$ cat src/rtl/ctrlset_gen.sv
// rtl/ctrlset_gen.sv - control-set generator for an enable/sync-set/sync-clear flop bank (optional CTRLSET_GEN_SETQ_EN queues a set behind a clear)
module ctrlset_gen #(
    parameter int DIV   = 4,
    parameter int PULSE = 2
) (
    input  logic clk,
    input  logic R,
    input  logic run,
    input  logic clr_req,
    input  logic set_req,
    output logic E,
    output logic L,
    output logic H,
    output logic busy
);

    localparam int CW = (DIV > 1) ? $clog2(DIV) : 1;
    localparam int PW = (PULSE > 1) ? $clog2(PULSE) : 1;
    localparam logic [CW-1:0] CNT_MAX  = CW'(DIV - 1);
    localparam logic [PW-1:0] PCNT_MAX = PW'(PULSE - 1);

    typedef enum logic [1:0] {
        IDLE  = 2'd0,
        CLEAR = 2'd1,
        SET   = 2'd2
    } state_t;

    state_t        state;
    logic [CW-1:0] cnt;
    logic [PW-1:0] pcnt;
`ifdef CTRLSET_GEN_SETQ_EN
    logic          pend;
`endif

    // Single FSM: enable divider while idle, timed active-low clear/set strobes otherwise
    always_ff @(posedge clk or posedge R) begin
        if (R) begin
            // Reset doubles as a clear strobe that lasts PULSE cycles past release
            state <= CLEAR;
            pcnt  <= PCNT_MAX;
            cnt   <= '0;
            E     <= 1'b0;
            L     <= 1'b0;
            H     <= 1'b1;
            busy  <= 1'b1;
`ifdef CTRLSET_GEN_SETQ_EN
            pend  <= 1'b0;
`endif
        end else begin
            case (state)
                IDLE: begin
                    if (clr_req) begin
                        // Clear wins over a simultaneous set request
                        state <= CLEAR;
                        pcnt  <= PCNT_MAX;
                        L     <= 1'b0;
                        E     <= 1'b0;
                        cnt   <= '0;
                        busy  <= 1'b1;
                    end else if (set_req) begin
                        state <= SET;
                        pcnt  <= PCNT_MAX;
                        H     <= 1'b0;
                        E     <= 1'b0;
                        cnt   <= '0;
                        busy  <= 1'b1;
                    end else if (run && (cnt == CNT_MAX)) begin
                        E   <= 1'b1;
                        cnt <= '0;
                    end else if (run) begin
                        E   <= 1'b0;
                        cnt <= cnt + 1'b1;
                    end else begin
                        // Gaps in run hold the count so the period stretches
                        E <= 1'b0;
                    end
                end

                CLEAR: begin
`ifdef CTRLSET_GEN_SETQ_EN
                    if (set_req) begin
                        pend <= 1'b1;
                    end
`endif
                    if (clr_req) begin
                        pcnt <= PCNT_MAX;
                    end else if (pcnt == '0) begin
`ifdef CTRLSET_GEN_SETQ_EN
                        if (pend || set_req) begin
                            // Hand straight over to a set strobe; L and H swap on one edge
                            state <= SET;
                            pcnt  <= PCNT_MAX;
                            L     <= 1'b1;
                            H     <= 1'b0;
                            pend  <= 1'b0;
                        end else begin
                            state <= IDLE;
                            L     <= 1'b1;
                            busy  <= 1'b0;
                        end
`else
                        state <= IDLE;
                        L     <= 1'b1;
                        busy  <= 1'b0;
`endif
                    end else begin
                        pcnt <= pcnt - 1'b1;
                    end
                end

                SET: begin
                    if (clr_req) begin
                        // Clear preempts set; never let both strobes be low together
                        state <= CLEAR;
                        H     <= 1'b1;
                        L     <= 1'b0;
                        pcnt  <= PCNT_MAX;
                    end else if (pcnt == '0) begin
                        state <= IDLE;
                        H     <= 1'b1;
                        busy  <= 1'b0;
                    end else begin
                        pcnt <= pcnt - 1'b1;
                    end
                end

                default: begin
                    state <= IDLE;
                    E     <= 1'b0;
                    L     <= 1'b1;
                    H     <= 1'b1;
                    busy  <= 1'b0;
                end
            endcase
        end
    end

endmodule

$ cat config.mk
export PLATFORM = sky130hd
export DESIGN_NAME = ctrlset_gen
export DESIGN_NICKNAME = d
export VERILOG_FILES = /design/src/rtl/ctrlset_gen.sv
export SDC_FILE = /design/constraint.sdc
export NUM_CORES = 1
export LEC_CHECK = 0
export BUFFER_PORTS_ARGS = -buffer_cell sky130_fd_sc_hd__buf_2
export CAP_MARGIN = 30
export CORE_AREA = 8 8 45 47
export DETAILED_ROUTE_END_ITERATION = 6
export DIE_AREA = 0 0 53 55
export PLACE_DENSITY = 0.62
export SLEW_MARGIN = 20
export SYNTH_ARGS = -nofsm -noshare
export SYNTH_HDL_FRONTEND = slang
export SYNTH_SLANG_ARGS = --single-unit
$ cat constraint.sdc
create_clock -name clk -period 1.56 [get_ports clk]
set_input_delay 0.468 -clock clk [delete_from_list [all_inputs] [get_ports clk]]
set_output_delay 0.468 -clock clk [all_outputs]
set_load 0.005 [all_outputs]
==> run summary <==
Worst R2R Setup Slack -> 0.06 ns
IO Port Bufs -> 8
Synth Area per Inst -> 9.76 um^2
nets -> 83
WP data required -> 1.71 ns
total congestion overflow -> 0
gp weighted congestion -> 0.801
Fin. Hold Viols -> 0
Post-Syn Area -> 547 um^2
CTS tree -> done
number of buffers created by CTS -> 3
min Tclk post-route -> 1.50 ns
Synth area leader -> dfrtp_1
Synth Area in Adders -> 0.137
register area share after synthesis -> 0.421
GRT Total Usage -> 0.0941
Max VDD drop -> 0.809 mV
Worst Hold Class -> in -> async
Least-Margin Pin Slew -> 0.389 ns
die area -> 2920 um^2
max-slew violation count -> 0
post-synthesis instance total -> 56
die height -> 55 um
crit path capture type -> flip-flop
Fin Setup TNS -> 0 ns
vias per cell -> 5.17
CORE AREA -> 1380 um^2
cts hold-fix bufs -> 0
Die W -> 53 um
largest net degree at the start of global routing -> 10
switching power -> 448 uW
Compound-Gate Fraction of Synth Area -> 0.272
# fillers -> 141
synth unique cells -> 21
RSZ-0062 raised after global routing -> no
area delta synth->final -> 21.3%
LEAKAGE -> 0.000317 uW
vias -> 450
R2R Path Start -> state[0]
#FFs+latches synth -> 9
First-pass DRT Iterations -> 4
Yosys top cell area share -> 0.229
Reg clk slew, reported paths -> 0.06 ns
r2r worst-path depth -> 6
CTS max path bufs -> 2
sw frac -> 0.386
critical path class -> reg -> reg
pwr dens -> 1750 nW/um^2
xor/xnor share of the synthesized area -> 0
CTS H-tree depth -> 1
Max-slew headroom -> 0.740
IO Pins -> 9
post-synth net total -> 67
post-synthesis mux area share -> 0
Initial DRC Count -> 6
Internal -> 713 uW
WP data arrival -> 1.65 ns
vias in the first global route -> 513
critical path fanouts, max -> 3
fraction of layout cells with a size suffix above 1 -> 0.366
post-CTS setup buffer count -> 0
root buffer cell -> clkbuf_4
Setup-failing EPs final -> 0
synth top area cells -> dfrtp_1, dfstp_2, ha_1, a22o_1, o21ai_0
power share of the clock group -> 0.155
Detail Placement HPWL -> 829 um
total routed wirelength -> 1130 um
Post-Synth Simple-Gate Area -> 0.128
Final Cycle Share -> 0.960
diodes inserted -> 0
skew final -> 0.00322 ns
main combinational cell family by area after synthesis -> compound AO/OA/AOI/OAI gates
WL/cell -> 13.0 um
Synth Warn # -> 0
CP Launch Type -> flip-flop
Fmax -> 0.668 GHz
clock latency on the worst-skew pair -> 0.26 ns
combinational share of power -> 0.503
CTS Sinks -> 9
Worst R2R End -> state[1]
DRC violations left -> 0
row cnt -> 14
run status -> finished, final reports clean
Sequential Power Share -> 0.342
initial antenna violation count -> 0
first-pass GRT wire length -> 2050 um
max_cap viols -> 0
Starting Density -> 0.395
Antenna Nets Post-Route -> 0
Power Total -> 1160 uW
[how the worst max path moves through the flow]
stage          slack, ns      from        to
6_report            0.06  state[0]  state[1]
3_3_place_gp        0.10  state[0]  state[1]
4_1_cts             0.03  state[0]  state[1]
3_5_place_dp        0.09  state[0]  state[1]
2_1_floorplan       0.08  state[0]  state[1]
5_1_grt             0.01  state[0]  state[1]
[critical path: stages, from the launching register on]
cell and delay (ns):
dfstp_2 0.53, inv_2 0.05, ha_1 0.19, nor2b_4 0.13
o211ai_1 0.19, o21ai_1 0.12, a22o_1 0.18
[placed cells by master (no fill, tap or decap), drive strengths merged]
cell type  Yosys  routed
buf            1      12
o21ai          8       8
ha             6       6
dfrtp          5       5
nor2           5       5
a21oi          5       5
dfstp          4       4
nand2          4       4
a22o           4       4
inv            4       4
clkbuf         0       4
o211ai         2       2
or2            1       1
nor2b          1       1
nor3           1       1
a211oi         1       1
a21o           1       1
and3           1       1
nand3b         1       1
o31ai          1       1
[stage by stage]
step | cell area [um^2] | setup slack, ns | std cells | hold slack (ns) | util
final | 663 | 0.0623 | 87 | 0.179 | 0.479
after detailed placement | 629 | 0.0905 | 83 | 0.459 | 0.455
after global routing | 663 | 0.0106 | 87 | 0.207 | 0.479
after CTS | 656 | 0.0312 | 87 | 0.178 | 0.474
after floorplan | 547 | 0.0786 | 56 | 0.293 | -
after global placement | 629 | 0.104 | 83 | 0.455 | 0.455
[registers in the layout (all words and copies together), names as in the netlist]
register and cells:
pcnt 1, E 1, state 2, H 1, cnt 2, L 1, busy 1
[power groups by stage]
stage	clock network (uW)	logic, uW	registers, uW
finish	179	584	397
global route	202	665	409
CTS	188	575	394
detailed placement	0	566	397
global placement	0	571	395
floorplan	0	365	413
[area by class of cell]
cell class	instances	area, um^2	area share
clock buffers	4	26.3	0.0396
inverters	4	15.0	0.0226
multi-input cells	42	302	0.455
flip-flops and latches	9	230	0.347
well taps	16	20.0	0.0302
repair buffers	12	70.1	0.106
[cells by family (layout without fill, tap and decap cells)]
kind of cell               Yosys count  after routing
adders and majority gates            6              6
DFF                                  9              9
and+or+nand+nor                     14             14
buffers and inverters                5             20
AOI/OAI and AO/OA                   22             22
[Yosys cell counts]
library cell	count
nor2b_2	1
and3_1	1
o21ai_0	6
buf_4	1
a21oi_2	1
a21o_1	1
nand2_1	4
a21oi_1	4
ha_1	6
or2_4	1
o211ai_1	2
inv_1	4
o31ai_1	1
a211oi_1	1
a22o_1	4
o21ai_2	2
nand3b_1	1
dfrtp_1	5
nor3_1	1
nor2_1	5
dfstp_2	4
[per-layer routing]
layer,GRT usage,routed length [um],vias up
met5,0,0,-
met4,0.0948,14,0
met3,0.0187,46,2
met2,0.148,522,9
met1,0.102,547,205
li1,-,-,234
[timing repair]
item / in CTS / in global routing
pin swaps: 0 / 2
resized for setup: 1 / 3
cloned: 0 / 0
setup endpoints to repair: 1 / 1
hold endpoints to repair: 0 / 0
(Power assumes the default switching activity.)
